### src/rtl/instruction_fetch_unit.sv
// -----------------------------------------------------------------------------
// instruction_fetch_unit
//
// Purpose:
//   Sequential instruction fetcher with a small prefetch buffer. While the FSM
//   is in FETCH it reads one 32-bit word per cycle from a combinational
//   instruction memory. It pushes {pc, instruction} into the buffer and
//   advances the fetch pc by 4. The consumer drains the buffer head with a
//   valid/ready handshake. A redirect flushes the buffer and restarts
//   fetching at the redirect target.
//
// Parameters:
//   size_address : byte-address width of the instruction memory port
//   RESET_PC     : fetch address loaded on reset
//   FIFO_DEPTH   : prefetch buffer entries (power of two, 2..8)
//
// Ports:
//   clk             in   single clock, rising edge
//   rst_n           in   asynchronous active-low reset
//   fetch_en        in   enables memory reads and buffer pushes
//   mem_address     out  byte address to instruction memory (= fetch pc)
//   mem_instruction in   same-cycle read data from instruction memory
//   redirect_valid  in   branch/jump redirect request
//   redirect_pc     in   redirect target byte address
//   out_valid       out  buffer head holds a valid instruction
//   out_ready       in   consumer accepts the head this cycle
//   out_instruction out  head instruction (0 while the buffer is empty)
//   out_pc          out  head instruction address (0 while the buffer is empty)
//   fetch_count     out  number of instructions accepted by the consumer
//   misalign_err    out  sticky misaligned-redirect flag
//
// Build option:
//   IFU_MISALIGN_CHECK_EN  When defined, a redirect whose target has nonzero
//                          bits [1:0] sets misalign_err. That flag is sticky
//                          until reset. The redirect still flushes the
//                          buffer, and the fetcher is parked in IDLE until
//                          reset. When undefined, bits [1:0] of the target
//                          are forced to zero and misalign_err is tied low.
// -----------------------------------------------------------------------------
module instruction_fetch_unit #(
  parameter int          size_address = 10,
  parameter int unsigned RESET_PC     = 0,
  parameter int          FIFO_DEPTH   = 2
) (
  input  logic                    clk,
  input  logic                    rst_n,
  input  logic                    fetch_en,
  output logic [size_address-1:0] mem_address,
  input  logic [31:0]             mem_instruction,
  input  logic                    redirect_valid,
  input  logic [size_address-1:0] redirect_pc,
  output logic                    out_valid,
  input  logic                    out_ready,
  output logic [31:0]             out_instruction,
  output logic [size_address-1:0] out_pc,
  output logic [31:0]             fetch_count,
  output logic                    misalign_err
);

  localparam int PTR_W = (FIFO_DEPTH > 1) ? $clog2(FIFO_DEPTH) : 1;
  localparam int CNT_W = PTR_W + 1;
  localparam logic [CNT_W-1:0] DEPTH_C = CNT_W'(FIFO_DEPTH);

  typedef enum logic {
    IDLE  = 1'b0,
    FETCH = 1'b1
  } state_t;

  state_t state, state_next;

  logic [size_address-1:0] fetch_pc;
  logic [size_address-1:0] fetch_pc_next;
  logic [size_address-1:0] redirect_target;

  logic [size_address-1:0] buf_pc    [FIFO_DEPTH];
  logic [31:0]             buf_instr [FIFO_DEPTH];
  logic [PTR_W-1:0]        rd_ptr;
  logic [PTR_W-1:0]        wr_ptr;
  logic [CNT_W-1:0]        count;

  logic empty;
  logic full;
  logic push;
  logic pop;
  logic lock_idle;

  assign empty = (count == '0);
  assign full  = (count == DEPTH_C);

  // ---------------------------------------------------------------------------
  // Redirect target and misalignment handling
  // ---------------------------------------------------------------------------
`ifdef IFU_MISALIGN_CHECK_EN
  logic misalign_q;
  logic misalign_now;

  assign misalign_now    = redirect_valid && (redirect_pc[1:0] != 2'b00);
  assign redirect_target = redirect_pc;

  // The error flag is sticky. Only reset can clear it.
  always_ff @(posedge clk or negedge rst_n) begin
    if (!rst_n) begin
      misalign_q <= 1'b0;
    end else if (misalign_now) begin
      misalign_q <= 1'b1;
    end
  end

  // Once a misaligned redirect is seen, the fetcher stays parked in IDLE.
  assign lock_idle    = misalign_q | misalign_now;
  assign misalign_err = misalign_q;
`else
  // Word alignment is forced by clearing the two low address bits.
  assign redirect_target = redirect_pc & ~size_address'(3);
  assign lock_idle       = 1'b0;
  assign misalign_err    = 1'b0;
`endif

  // ---------------------------------------------------------------------------
  // FSM state register
  // ---------------------------------------------------------------------------
  always_ff @(posedge clk or negedge rst_n) begin
    if (!rst_n) begin
      state <= IDLE;
    end else begin
      state <= state_next;
    end
  end

  // ---------------------------------------------------------------------------
  // Next-state logic, plus the push/pop decisions and the next fetch pc.
  // A redirect wins over everything else: it suppresses both the push and the
  // pop, so the flushed cycle never counts as a delivered instruction.
  // A full buffer can still take a push when the head is popped in the same
  // cycle. The occupancy then stays at full and no entry is lost.
  // ---------------------------------------------------------------------------
  always_comb begin
    state_next    = IDLE;
    push          = 1'b0;
    pop           = 1'b0;
    fetch_pc_next = fetch_pc;

    if (fetch_en && !lock_idle) begin
      state_next = FETCH;
    end

    if (redirect_valid) begin
      fetch_pc_next = redirect_target;
    end else begin
      pop = !empty && out_ready;
      if ((state == FETCH) && (!full || pop)) begin
        push          = 1'b1;
        fetch_pc_next = fetch_pc + size_address'(4);
      end
    end
  end

  // ---------------------------------------------------------------------------
  // Fetch pc register. The +4 increment wraps modulo 2^size_address.
  // ---------------------------------------------------------------------------
  always_ff @(posedge clk or negedge rst_n) begin
    if (!rst_n) begin
      fetch_pc <= size_address'(RESET_PC);
    end else begin
      fetch_pc <= fetch_pc_next;
    end
  end

  assign mem_address = fetch_pc;

  // ---------------------------------------------------------------------------
  // Buffer control. Pointers wrap naturally because the depth is a power of
  // two. The asynchronous reset empties the buffer immediately, which drops
  // out_valid without waiting for a clock edge.
  // ---------------------------------------------------------------------------
  always_ff @(posedge clk or negedge rst_n) begin
    if (!rst_n) begin
      rd_ptr <= '0;
      wr_ptr <= '0;
      count  <= '0;
    end else if (redirect_valid) begin
      rd_ptr <= '0;
      wr_ptr <= '0;
      count  <= '0;
    end else begin
      if (push) begin
        wr_ptr <= wr_ptr + PTR_W'(1);
      end
      if (pop) begin
        rd_ptr <= rd_ptr + PTR_W'(1);
      end
      case ({push, pop})
        2'b10:   count <= count + CNT_W'(1);
        2'b01:   count <= count - CNT_W'(1);
        default: count <= count;
      endcase
    end
  end

  // ---------------------------------------------------------------------------
  // Buffer storage. No reset is needed here, because the output mux hides
  // every slot while the buffer is empty.
  // ---------------------------------------------------------------------------
  always_ff @(posedge clk) begin
    if (push) begin
      buf_pc[wr_ptr]    <= fetch_pc;
      buf_instr[wr_ptr] <= mem_instruction;
    end
  end

  // ---------------------------------------------------------------------------
  // Head presentation. The outputs are forced to zero while empty, so reset
  // and flush never expose stale entries.
  // ---------------------------------------------------------------------------
  assign out_valid       = !empty;
  assign out_pc          = empty ? '0 : buf_pc[rd_ptr];
  assign out_instruction = empty ? '0 : buf_instr[rd_ptr];

  // ---------------------------------------------------------------------------
  // Delivered-instruction counter. It wraps naturally at 2^32.
  // ---------------------------------------------------------------------------
  always_ff @(posedge clk or negedge rst_n) begin
    if (!rst_n) begin
      fetch_count <= '0;
    end else if (pop) begin
      fetch_count <= fetch_count + 32'd1;
    end
  end

endmodule

### config.mk
export PLATFORM = sky130hd
export DESIGN_NAME = instruction_fetch_unit
export DESIGN_NICKNAME = d
export VERILOG_FILES = /design/src/rtl/instruction_fetch_unit.sv
export SDC_FILE = /design/constraint.sdc
export NUM_CORES = 1
export LEC_CHECK = 0
export CAP_MARGIN = 0
export CORE_MARGIN = 1.5
export CORE_UTILIZATION = 49
export CTS_BUF_LIST = sky130_fd_sc_hd__clkbuf_8 sky130_fd_sc_hd__clkbuf_16
export CTS_CLUSTER_SIZE = 20
export DETAILED_ROUTE_END_ITERATION = 6
export PLACE_DENSITY = 0.79
export SETUP_SLACK_MARGIN = 0.5
export SYNTH_ARGS = -nofsm -noshare
export SYNTH_HDL_FRONTEND = slang
export SYNTH_SLANG_ARGS = --single-unit
### constraint.sdc
create_clock -name clk -period 4.7 [get_ports clk]
set_input_delay 0.94 -clock clk [delete_from_list [all_inputs] [get_ports clk]]
set_output_delay 0.94 -clock clk [all_outputs]
set_load 0.005 [all_outputs]
=== Word-level counts from Yosys, hierarchy flattened ===
Memories as Yosys holds them, arrays and structs flattened.
Cells that the tools add are included.

* Register bits: 47
* Memory bits (writable): 84
* Input port bits: 47
* Output and inout port bits: 86
* Word-level logic and storage cells: 43
* Memories: 2

* Add/sub/neg operators: 6
* Equality and inequality tests: 3
* Mux-type cells: 16
* Reductions and logical operators: 10

{| class="wikitable"
|+ Memory list
! memory !! depth !! bits a word !! rd ports !! clocked after Yosys merged registers in !! write ports !! RTL line !! RTL
|-
| buf_instr || 2 || 32 || 1 || 0 || 1 || 76 || <nowiki>logic [31:0] buf_instr [FIFO_DEPTH];</nowiki>
|-
| buf_pc || 2 || 10 || 1 || 0 || 1 || 75 || <nowiki>logic [size_address-1:0] buf_pc [FIFO_DEPTH];</nowiki>
|}

{| class="wikitable"
|+ Operator list
! kind !! number
|-
| 32-bit by 1-bit adder with 32-bit output, second input constant || 1
|-
| 32-bit 2-to-1 mux || 1
|-
| 10-bit 2-to-1 mux || 3
|-
| 10-bit by 3-bit adder with 10-bit output, second input constant || 1
|-
| 1-bit 2-to-1 mux || 10
|-
| 2-bit nonzero test || 3
|-
| 2-bit equality test, second input constant || 2
|-
| 2-bit one-hot mux with 2 select lines || 1
|-
| 3-bit nonzero test || 1
|-
| 1-bit adder, second input constant || 2
|-
| 2-bit by 1-bit adder with 2-bit output, second input constant || 1
|-
| 2-bit by 1-bit equality test with 1-bit output, second input constant || 1
|-
| 1-bit logical AND || 2
|-
| 1-bit zero test || 2
|-
| 2-bit zero test || 1
|-
| 2-bit 2-to-1 mux || 1
|-
| 2-bit by 1-bit subtractor with 2-bit output, second input constant || 1
|-
| 1-bit logical OR || 1
|}

=== Longest topological paths before layout ===
Gate-level depths: netlist (run 1).

* Depth after elaboration: 10
* Gate-level depth with buffers: 6
* Mapped depth without buffers: 5

=== Worst setup path after synthesis (run 1) ===
No wires, ideal clock.

* Path type: input port to flip-flop
* Start point: input port redirect_valid
* End point: memory buf_instr[1][0], enable pin
* Arrival time: 4,304 ps
* Required time: 4,205 ps
* Path slack: -100 ps
* Cell stages on the path: 3
* Cell sequence: clkbuf_1 clkbuf_1 nor3b_1

* Longest elaborated chain between the ends: 3

{| class="wikitable"
|+ Ends and longest elaborated chain
! item !! RTL line !! RTL
|-
| from (decl) || 50 || <nowiki>input logic redirect_valid,</nowiki>
|-
| 1-bit 2-to-1 mux || 147 || <nowiki>if (redirect_valid) begin</nowiki>
|-
| 1-bit 2-to-1 mux || 205 || <nowiki>if (push) begin</nowiki>
|-
| 1-bit 2-to-1 mux (implied by the code) || 207 || <nowiki>buf_instr[wr_ptr] <= mem_instruction;</nowiki>
|-
| to (decl) || 76 ||
|}

Every way passes these cells.

=== Final worst setup path (run 1) ===
* Start point: register rd_ptr
* End point: output port out_pc[6]

* Longest elaborated chain between the ends: 2

{| class="wikitable"
|+ Ends and longest elaborated chain
! item !! RTL line !! RTL
|-
| from (decl) || 77 || <nowiki>logic [PTR_W-1:0] rd_ptr;</nowiki>
|-
| from (signal assigned) || 190 || <nowiki>rd_ptr <= rd_ptr + PTR_W'(1);</nowiki>
|-
| memory 2 x 10 bit || - ||
|-
| 10-bit 2-to-1 mux || 216 || <nowiki>assign out_pc = empty ? '0 : buf_pc[rd_ptr];</nowiki>
|-
| to (decl) || 55 || <nowiki>output logic [size_address-1:0] out_pc,</nowiki>
|}

Every way passes these cells.

==> results of run 1 <==
==> final timing paths <==
kind	from	endpoint	slack [ns]	cells after the start
worst max-delay path	rd_ptr$_DFFE_PN0P_	out_pc[6]	1.15	4
worst min-delay path	fetch_count[31]$_DFFE_PN0P_	fetch_count[31]$_DFFE_PN0P_	0.47	1
worst max register to register	count[1]$_DFFE_PN0P_	buf_instr[1][22]$_DFFE_PP_	2.74	4
worst min register to register	fetch_count[31]$_DFFE_PN0P_	fetch_count[31]$_DFFE_PN0P_	0.47	1
max in group asynchronous	rst_n	rd_ptr$_DFFE_PN0P_	3.37	1
min in group asynchronous	rst_n	fetch_count[30]$_DFFE_PN0P_	0.61	1
==> routing by layer <==
metal,vias to the layer above,global-route usage (%),wire length (um)
li1,1666,-,-
met4,0,7.61,142
met2,128,32.2,5290
met5,-,0,0
met3,14,6.03,720
met1,1728,25.3,4690
==> registers in the layout, summed over array words and instances (netlist names) <==
register / cells
buf_instr: 64
buf_pc: 16
count: 2
fetch_count: 32
mem_address: 8
rd_ptr: 1
state: 1
wr_ptr: 1
==> kinds of logic after synthesis <==
kind of cell	Yosys count	share of synthesized area, %
AO/OA/AOI/OAI	15	1.83
other	1	0.0693
adder cells (fa/ha/maj)	2	0.463
multiplexers	42	7.80
XOR/XNOR	39	6.32
buffers and inverters	31	3.22
AND/OR/NAND/NOR	139	15.1
flip-flops	125	65.2
==> critical path, delay by kind of cell, from the launching register on <==
family	cells	cell delay (ns)
AND/OR/NAND/NOR	1	0.06
multiplexers	1	0.21
flip-flops	1	0.90
buffers and inverters	2	0.92
==> power groups by stage <==
stage / registers [W] / logic [W] / clock network (W)
after floorplan: 0.00130 / 0.000134 / 0
after global placement: 0.00131 / 0.000286 / 0
after detailed placement: 0.00132 / 0.000291 / 0
after CTS: 0.00130 / 0.000293 / 0.00132
after global routing: 0.00131 / 0.000320 / 0.00138
final: 0.00130 / 0.000290 / 0.00130
==> synth_stat cells, types with 2 or more instances <==
cell | instances | area, um2
xnor2_1 | 10 | 87.6
inv_1 | 6 | 22.5
nand4_1 | 8 | 50.1
nor4b_1 | 2 | 17.5
nor3b_1 | 2 | 15.0
dfrtp_1 | 45 | 1130
xor2_1 | 29 | 254
a21oi_1 | 3 | 15.0
edfxtp_1 | 80 | 2400
nand3_1 | 9 | 45.0
nor2_1 | 53 | 199
clkbuf_1 | 7 | 26.3
nor4_2 | 10 | 125
nand3_2 | 3 | 30.0
nand2_1 | 19 | 71.3
o21ai_0 | 7 | 35.0
and2_2 | 2 | 15.0
and3_1 | 3 | 18.8
nor3_1 | 11 | 55.1
ha_1 | 2 | 25.0
and4_1 | 4 | 35.0
buf_2 | 7 | 35.0
nor4_1 | 2 | 12.5
mux2i_1 | 41 | 410
buf_4 | 7 | 52.6
clkbuf_4 | 2 | 15.0
nand4_4 | 2 | 42.5
buf_6 | 2 | 22.5
==> layout make-up <==
cell class,instances,share of cell area [%]
clock buffer,17,5.63
tap,140,2.38
multi-input combinational,242,23.8
sequential,125,48.0
inverter,6,0.306
clock inverter,15,2.57
timing repair buffer,129,17.3
==> metrics by stage <==
stage	setup WS (ns)	instance area (um2)	hold slack (ns)	utilization, %	power [W]
global placement	1.67	6750	0.457	62.6	0.00160
finish	1.15	7360	0.471	68.2	0.00289
global route	0.985	7360	0.504	68.2	0.00300
CTS	1.08	7360	0.473	68.2	0.00291
detailed placement	1.64	6750	0.458	62.6	0.00161
floorplan	1.30	5430	0.465	-	0.00143
==> results.cfg, run 1 <==
[status]
status = complete, no violations

[timing]
grt_setup_unrepaired = no
timing.fmax_mhz = 282
fin_skew_ns = 0.00812
tightest_slew_ns = 1.04
slew_headroom_pct = 30.7
tns_ns = 0
hold_violations = 0
final_max_slew_viol_count = 0
period_share_pct = 75.4
finalCriticalPeriod_ns = 3.55
setup_viol = 0

[floorplan]
fp.dieW_um = 108
initial_utilization_pct = 50.1
num_rows = 38
core-area_um2 = 10800
io_pins = 133
die-area_um2 = 11700
die_h_um = 108

[clock_tree]
clk-insertion-delay-late_ns = 0.51
cts_made_buffers = 17
clk_pin_slew_ns = 0.06
cts_sinks = 125
cts_tree = built
clockRootBuffer = clkbuf_8
ctsHoldBuffers = 0
cts_buffer_depth = 2
cts_resized = 0
cts_setup_buffers = 0
htreeDepth = 4

[grt]
antenna_found_initial = 0
grt_pass1_vias = 3504
grtUsageTotal_pct = 19.9
grt_max_degree = 46
grt_first_pass_wirelength_mm = 17.6
grt_overflow = 0

[detailed_routing]
avgRoutedWirePerCell_um = 16.1
drt_iter0_drc = 197
drc = 0
dr.pass1.iters = 4
viasPerCell = 5.25
num_vias = 3536
ant_nets = 0
drt_wl_total_mm = 10.8

[pwr]
intPower_w = 0.00222
p_sw_w = 0.000666
combPwrFrac_pct = 10.0
clkPwrFrac_pct = 45.0
seq_power_share_pct = 45.0
p_leak_nw = 2.81
power_switching_share_pct = 23.1
powerDensity_nw_per_um2 = 392
ir_drop_mv = 0.278

[cells_and_area]
regArea_um2 = 3530
syn_to_final_growth_pct = 36.0
layout.cells.non_filler = 674
mostFrequentLayoutCell = clkdlybuf4s50_1
final_cell_mix = clkdlybuf4s50_1 (124), edfxtp_1 (80), nor2_1 (52), dfrtp_1 (44), mux2i_1 (41)
drive_above_1_share_pct = 12.2
antenna_cells = 0
num-fill-cells = 786
multi_input_area_um2 = 1750
nets = 570

[critical_path]
path_class = reg -> out
required_ns = 3.76
worstPathCellList = buf_4 -> mux2i_1 -> nor2_1 -> clkdlybuf4s50_1
slowest_delay_ns = 0.90
cp.arrival_ns = 2.61
setup.worst_path.start_class = flop
setup.worst_path.end_class = output pin
cpMaxStageDelayCell = dfrtp_2
worstPathMaxFanout = 28

[logic_synthesis]
synth_area_um2 = 5410
ys_warn_count = 0
synth_edf_count = 80
synth_seq_cells = 125
async_flop_share_pct = 36.0
yosysSeqAreaShare_pct = 65.2
avgSynthCellArea_um2 = 13.7
synthCells = 394
ys_types = 44
synthFlopType = edfxtp_1

[placement]
gp_congestion = 0.792
dp.cells = 642
dp_hpwl_mm = 6.97
portBuffers = 125

[worst_hold_path]
min_path_type = reg -> reg

[job]
drv_cap = 0
Power figures use the tool's default switching activity.
==> run 2, diff against run 1 <==
==> constraint.sdc (replaced) <==
create_clock -name clk -period 3.6 [get_ports clk]
set_input_delay 0.72 -clock clk [delete_from_list [all_inputs] [get_ports clk]]
set_output_delay 0.72 -clock clk [all_outputs]
set_load 0.005 [all_outputs]
==> run 2 against run 1 <==
Compared with the run above:
- global-route usage decreased by 0.55 points
- sequential power increased by 30%
- sequential share of layout area decreased by 0.12 points
- clock power increased by 24%
- via count decreased by 0.45%
- cell area increased by 0.25%
- largest cell class unchanged
==> results.cfg, run 2 (synthesized netlist as in run 1, its figures left out) <==
[clock_tree]
ctsHoldBuffers = 0
clk-insertion-delay-late_ns = 0.50
clk_pin_slew_ns = 0.06
cts_made_buffers = 17
cts_resized = 0
htreeDepth = 4
cts_setup_buffers = 0
cts_buffer_depth = 2
clockRootBuffer = clkbuf_8
cts_sinks = 125
cts_tree = built

[pwr]
ir_drop_mv = 0.340
p_leak_nw = 2.82
seq_power_share_pct = 45.7
power_switching_share_pct = 22.0
intPower_w = 0.00288
clkPwrFrac_pct = 43.6
p_sw_w = 0.000813
powerDensity_nw_per_um2 = 501
combPwrFrac_pct = 10.7

[worst_hold_path]
min_path_type = in -> async

[grt]
busiest_layer = met2
grt_util_met1_pct = 24.3
grtUsageMet3_pct = 5.97
antenna_found_initial = 0
grtUsageTotal_pct = 19.4
grt_overflow = 0
grt_first_pass_wirelength_mm = 17.1
met2_usage_pct = 32.1
grt_pass1_vias = 3497
grt_max_degree = 46

[cells_and_area]
antenna_cells = 0
top_regs = buf_instr (64), fetch_count (32), buf_pc (16)
largest_reg_flops = 64
num-fill-cells = 759
top_register = buf_instr
final_cell_mix = clkdlybuf4s50_1 (124), edfxtp_1 (80), nor2_1 (52), dfrtp_1 (44), mux2i_1 (41)
syn_to_final_growth_pct = 36.4
mostFrequentLayoutCell = clkdlybuf4s50_1
nets = 572
drive_above_1_share_pct = 11.6

[critical_path]
crit_buf_inv = 2
cp.arrival_ns = 2.23
cpLargestDelayFamily = buffers and inverters
slowest_delay_ns = 0.50
setup.worst_path.end_class = output pin
crit_end = out_instruction[26]
setup.worst_path.start_class = flop
worstPathMaxFanout = 18
reg2reg_slack_ns = 1.61
r2r_start = count[1]$_DFFE_PN0P_
r2r.worst_path.cells = 4
r2r_end = buf_pc[0][4]$_DFFE_PP_
worst-path-stages = 4
required_ns = 2.88
worstPathCellList = nor2_4 -> buf_4 -> nor2_1 -> clkdlybuf4s50_1
path_class = reg -> out
worstSetupStartpoint = count[1]$_DFFE_PN0P_
cpMaxStageDelayCell = dfrtp_1

[timing]
slew_headroom_pct = 32.5
fin_skew_ns = 0.00854
grt_setup_unrepaired = no
hold_violations = 0
tns_ns = 0
finalCriticalPeriod_ns = 2.95
period_share_pct = 81.9
timing.fmax_mhz = 339
whs_ns = 0.387
setup_viol = 0
tightest_slew_ns = 1.01
final_max_slew_viol_count = 0

[floorplan]
die_h_um = 108
num_rows = 38
core-area_um2 = 10800
initial_utilization_pct = 50.1
io_pins = 133
die-area_um2 = 11700
fp.dieW_um = 108

[detailed_routing]
num_vias = 3520
drc = 0
ant_nets = 0
drt_wl_total_mm = 10.9
viasPerCell = 5.21
dr.pass1.iters = 4
drt_iter0_drc = 194
avgRoutedWirePerCell_um = 16.1

[placement]
dp_hpwl_mm = 7.29
gp_congestion = 0.790
portBuffers = 125

[job]
drv_cap = 0

[status]
status = complete, no violations
[run 2: changes by cell type in the layout (fill, tap and decap cells not counted), sizes merged]
| cell | change |
|---|---|
| buf | +1 |
| clkinv | +1 |
| inv | -1 |
| nor2 | +1 |
[run 2: how the worst min path moves through the flow]
stage | to | slack (ns) | cells past startpoint | start
after floorplan | count[0]$_DFFE_PN0P_ | 0.42 | 0 | rst_n
after CTS | fetch_count[25]$_DFFE_PN0P_ | 0.40 | 1 | rst_n
after global placement | fetch_count[31]$_DFFE_PN0P_ | 0.46 | 1 | fetch_count[31]$_DFFE_PN0P_
after global routing | fetch_count[24]$_DFFE_PN0P_ | 0.46 | 1 | rst_n
final | fetch_count[25]$_DFFE_PN0P_ | 0.39 | 1 | rst_n
after detailed placement | fetch_count[31]$_DFFE_PN0P_ | 0.46 | 1 | fetch_count[31]$_DFFE_PN0P_
[run 2: power by group through the flow]
| stage | Combinational [W] | Clock, W | Sequential [W] |
|---|---|---|---|
| finish | 0.000394 | 0.00161 | 0.00169 |
| global route | 0.000429 | 0.00170 | 0.00170 |
| CTS | 0.000399 | 0.00165 | 0.00169 |
| detailed placement | 0.000396 | 0 | 0.00171 |
| global placement | 0.000387 | 0 | 0.00171 |
| floorplan | 0.000175 | 0 | 0.00169 |
[run 2: cell type report]
cell class,count,area (um2),share of cell area [%]
sequential,125,3530,47.9
multi-input combinational,243,1760,23.8
timing repair buffer,130,1320,17.9
clock buffer,17,414,5.61
tap,140,175,2.37
clock inverter,15,156,2.12
inverter,6,22.5,0.305
[run 2: routing by layer]
| metal | share of wire [%] | wire [um] | up-vias |
|---|---|---|---|
| met5 | 0 | 0 | - |
| met4 | 1.0 | 114 | 0 |
| met3 | 6.5 | 706 | 14 |
| met2 | 50 | 5490 | 122 |
| met1 | 42 | 4570 | 1712 |
| li1 | - | - | 1672 |
[run 2: per-stage QoR]
step                      std cells  util, %  power [W]  instance area, um2  setup WS [ns]
after floorplan                 398        -    0.00187                5430          0.421
after global placement          643     63.0    0.00210                6800          0.883
after detailed placement        643     63.0    0.00211                6800          0.864
after CTS                       676     68.3    0.00373                7380          0.608
after global routing            676     68.3    0.00383                7380          0.505
final                           676     68.3    0.00369                7380          0.650
[run 2: worst register-to-register path, delay by kind of cell (launching register included)]
family        cells  cell delay (ns)
simple gates      3             0.88
flops             1             0.50
buf+inv           1             0.28
==> run 3, diff against run 2 <==
--- a/config.mk
+++ b/config.mk
@@ -7,11 +7,11 @@
 export LEC_CHECK = 0
 export CAP_MARGIN = 0
 export CORE_MARGIN = 1.5
-export CORE_UTILIZATION = 49
+export CORE_UTILIZATION = 45
 export CTS_BUF_LIST = sky130_fd_sc_hd__clkbuf_8 sky130_fd_sc_hd__clkbuf_16
 export CTS_CLUSTER_SIZE = 20
 export DETAILED_ROUTE_END_ITERATION = 6
-export PLACE_DENSITY = 0.79
+export PLACE_DENSITY = 0.77
 export SETUP_SLACK_MARGIN = 0.5
 export SYNTH_ARGS = -nofsm -noshare
 export SYNTH_HDL_FRONTEND = slang
==> constraint.sdc (replaced) <==
create_clock -name clk -period 2.7 [get_ports clk]
set_input_delay 0.54 -clock clk [delete_from_list [all_inputs] [get_ports clk]]
set_output_delay 0.54 -clock clk [all_outputs]
set_load 0.005 [all_outputs]
==> run 3 against run 2 <==
Compared with the run above:
- cell area rose by 4.8%
- critical path type unchanged
- power rose by 37%
- sequential cell count did not move
- non-clock buffer count rose by 33
- sequential share of layout area fell by 2.1 points
- register-to-register slack got worse by 0.81 ns
==> results.cfg, run 3 (synthesized netlist as in run 1, its figures left out) <==
[grt]
grtUsageTotal_pct = 20.2
grt_first_pass_wirelength_mm = 19.6
grt_overflow = 0
antenna_found_initial = 0
grt_pass1_vias = 3773
grt_max_degree = 26

[detailed_routing]
dr.pass1.iters = 4
avgRoutedWirePerCell_um = 17.2
num_vias = 3693
drt_wl_total_mm = 12.2
drc = 0
ant_nets = 0
viasPerCell = 5.19
drt_iter0_drc = 171

[pwr]
intPower_w = 0.00387
combPwrFrac_pct = 12.5
seq_power_share_pct = 44.6
p_leak_nw = 3.13
p_sw_w = 0.00117
ir_drop_mv = 0.400
powerDensity_nw_per_um2 = 652
clkPwrFrac_pct = 42.9
power_switching_share_pct = 23.1

[critical_path]
r2r.worst_path.cells = 6
required_ns = 2.16
setup.worst_path.start_class = flop
worstPathMaxFanout = 4
r2r_start = count[0]$_DFFE_PN0P_
reg2reg_slack_ns = 0.80
setup.worst_path.end_class = output pin
r2r_end = buf_instr[0][24]$_DFFE_PP_
path_class = reg -> out
cp.arrival_ns = 1.69

[status]
status = complete, no violations

[cells_and_area]
final_cell_mix = clkdlybuf4s50_1 (83), edfxtp_1 (80), nor2_1 (52), dfrtp_1 (42), mux2i_1 (36)
post-route-util_pct = 66.9
largest_reg_flops = 64
mostFrequentLayoutCell = clkdlybuf4s50_1
nets = 604
antenna_cells = 0
syn_to_final_growth_pct = 43.0
multi_input_area_um2 = 1780
drive_above_1_share_pct = 22.7
regArea_um2 = 3530
num-fill-cells = 876
top_register = buf_instr
top_regs = buf_instr (64), fetch_count (32), buf_pc (16)

[clock_tree]
cts_tree = built
cts_made_buffers = 17
clk_pin_slew_ns = 0.05
htreeDepth = 4
cts_buffer_depth = 2
cts_sinks = 125
ctsHoldBuffers = 0
clockRootBuffer = clkbuf_16
clk-insertion-delay-late_ns = 0.40

[floorplan]
die-area_um2 = 12700
num_rows = 39
core-area_um2 = 11600
io_pins = 133
initial_utilization_pct = 46.8
die_h_um = 113
fp.dieW_um = 113

[timing]
grt_setup_unrepaired = yes
slew_headroom_pct = 65.3
tns_ns = 0
fin_skew_ns = 0.00854
hold_violations = 0
tightest_slew_ns = 0.521
period_share_pct = 82.7
timing.fmax_mhz = 448
setup_viol = 0
finalCriticalPeriod_ns = 2.23
final_max_slew_viol_count = 0

[job]
drv_cap = 0

[worst_hold_path]
min_path_type = in -> async

[placement]
dp_hpwl_mm = 7.50
gp_congestion = 0.802
portBuffers = 125
-- run 3: layer usage --
metal	track usage, %	part of all wire [%]
met5	0	0
met4	5.32	0.68
met3	6.10	6.4
met2	34.9	51
met1	24.9	42
-- run 3: layout make-up --
cell class	instances	share of cell area (%)
Clock buffer	17	5.50
Clock inverter	15	1.91
Inverter	6	0.340
Multi-Input combinational cell	242	23.0
Sequential cell	125	45.7
Tap cell	143	2.31
Timing Repair Buffer	163	21.2
-- run 3: worst max-delay path: stages (launching register included) --
cell and delay (ns):
dfrtp_4 0.52, buf_12 0.15, buf_16 0.13, buf_8 0.12, mux2i_1 0.11, nor2_1 0.12
buf_2 0.14
-- run 3: what timing repair did --
item                       4_1_cts  5_1_grt
gates resized for setup         82       50
cloned                           4        1
pin swaps                        6       15
buffers inserted                15        6
setup endpoints to repair       67       76
-- run 3: how the worst max path moves through the flow --
| stage | start | to | slack [ns] | cells past startpoint |
|---|---|---|---|---|
| floorplan | redirect_valid | buf_instr[1][0]$_DFFE_PP_ | 0.36 | 3 |
| global placement | out_ready | buf_instr[1][25]$_DFFE_PP_ | 0.09 | 5 |
| detailed placement | out_ready | buf_instr[1][24]$_DFFE_PP_ | 0.07 | 5 |
| CTS | rd_ptr$_DFFE_PN0P_ | out_instruction[17] | 0.40 | 4 |
| global route | rd_ptr$_DFFE_PN0P_ | out_pc[9] | 0.39 | 6 |
| finish | rd_ptr$_DFFE_PN0P_ | out_pc[9] | 0.47 | 6 |
-- run 3: power groups by stage --
stage	Sequential (W)	Clock (W)	Combinational [W]
5_1_grt	0.00226	0.00232	0.000685
4_1_cts	0.00224	0.00220	0.000610
3_3_place_gp	0.00228	0	0.000530
2_1_floorplan	0.00226	0	0.000243
6_report	0.00225	0.00216	0.000631
3_5_place_dp	0.00228	0	0.000539
-- run 3: stage by stage --
step | std cells | hold slack (ns) | cell area, um2 | setup slack (ns) | power (W)
final | 711 | 0.110 | 7730 | 0.467 | 0.00504
after global routing | 711 | 0.134 | 7730 | 0.388 | 0.00527
after CTS | 704 | 0.115 | 7680 | 0.397 | 0.00505
after detailed placement | 653 | 0.478 | 6860 | 0.0676 | 0.00282
after global placement | 653 | 0.478 | 6860 | 0.0891 | 0.00281
after floorplan | 398 | 0.244 | 5490 | 0.362 | 0.00250
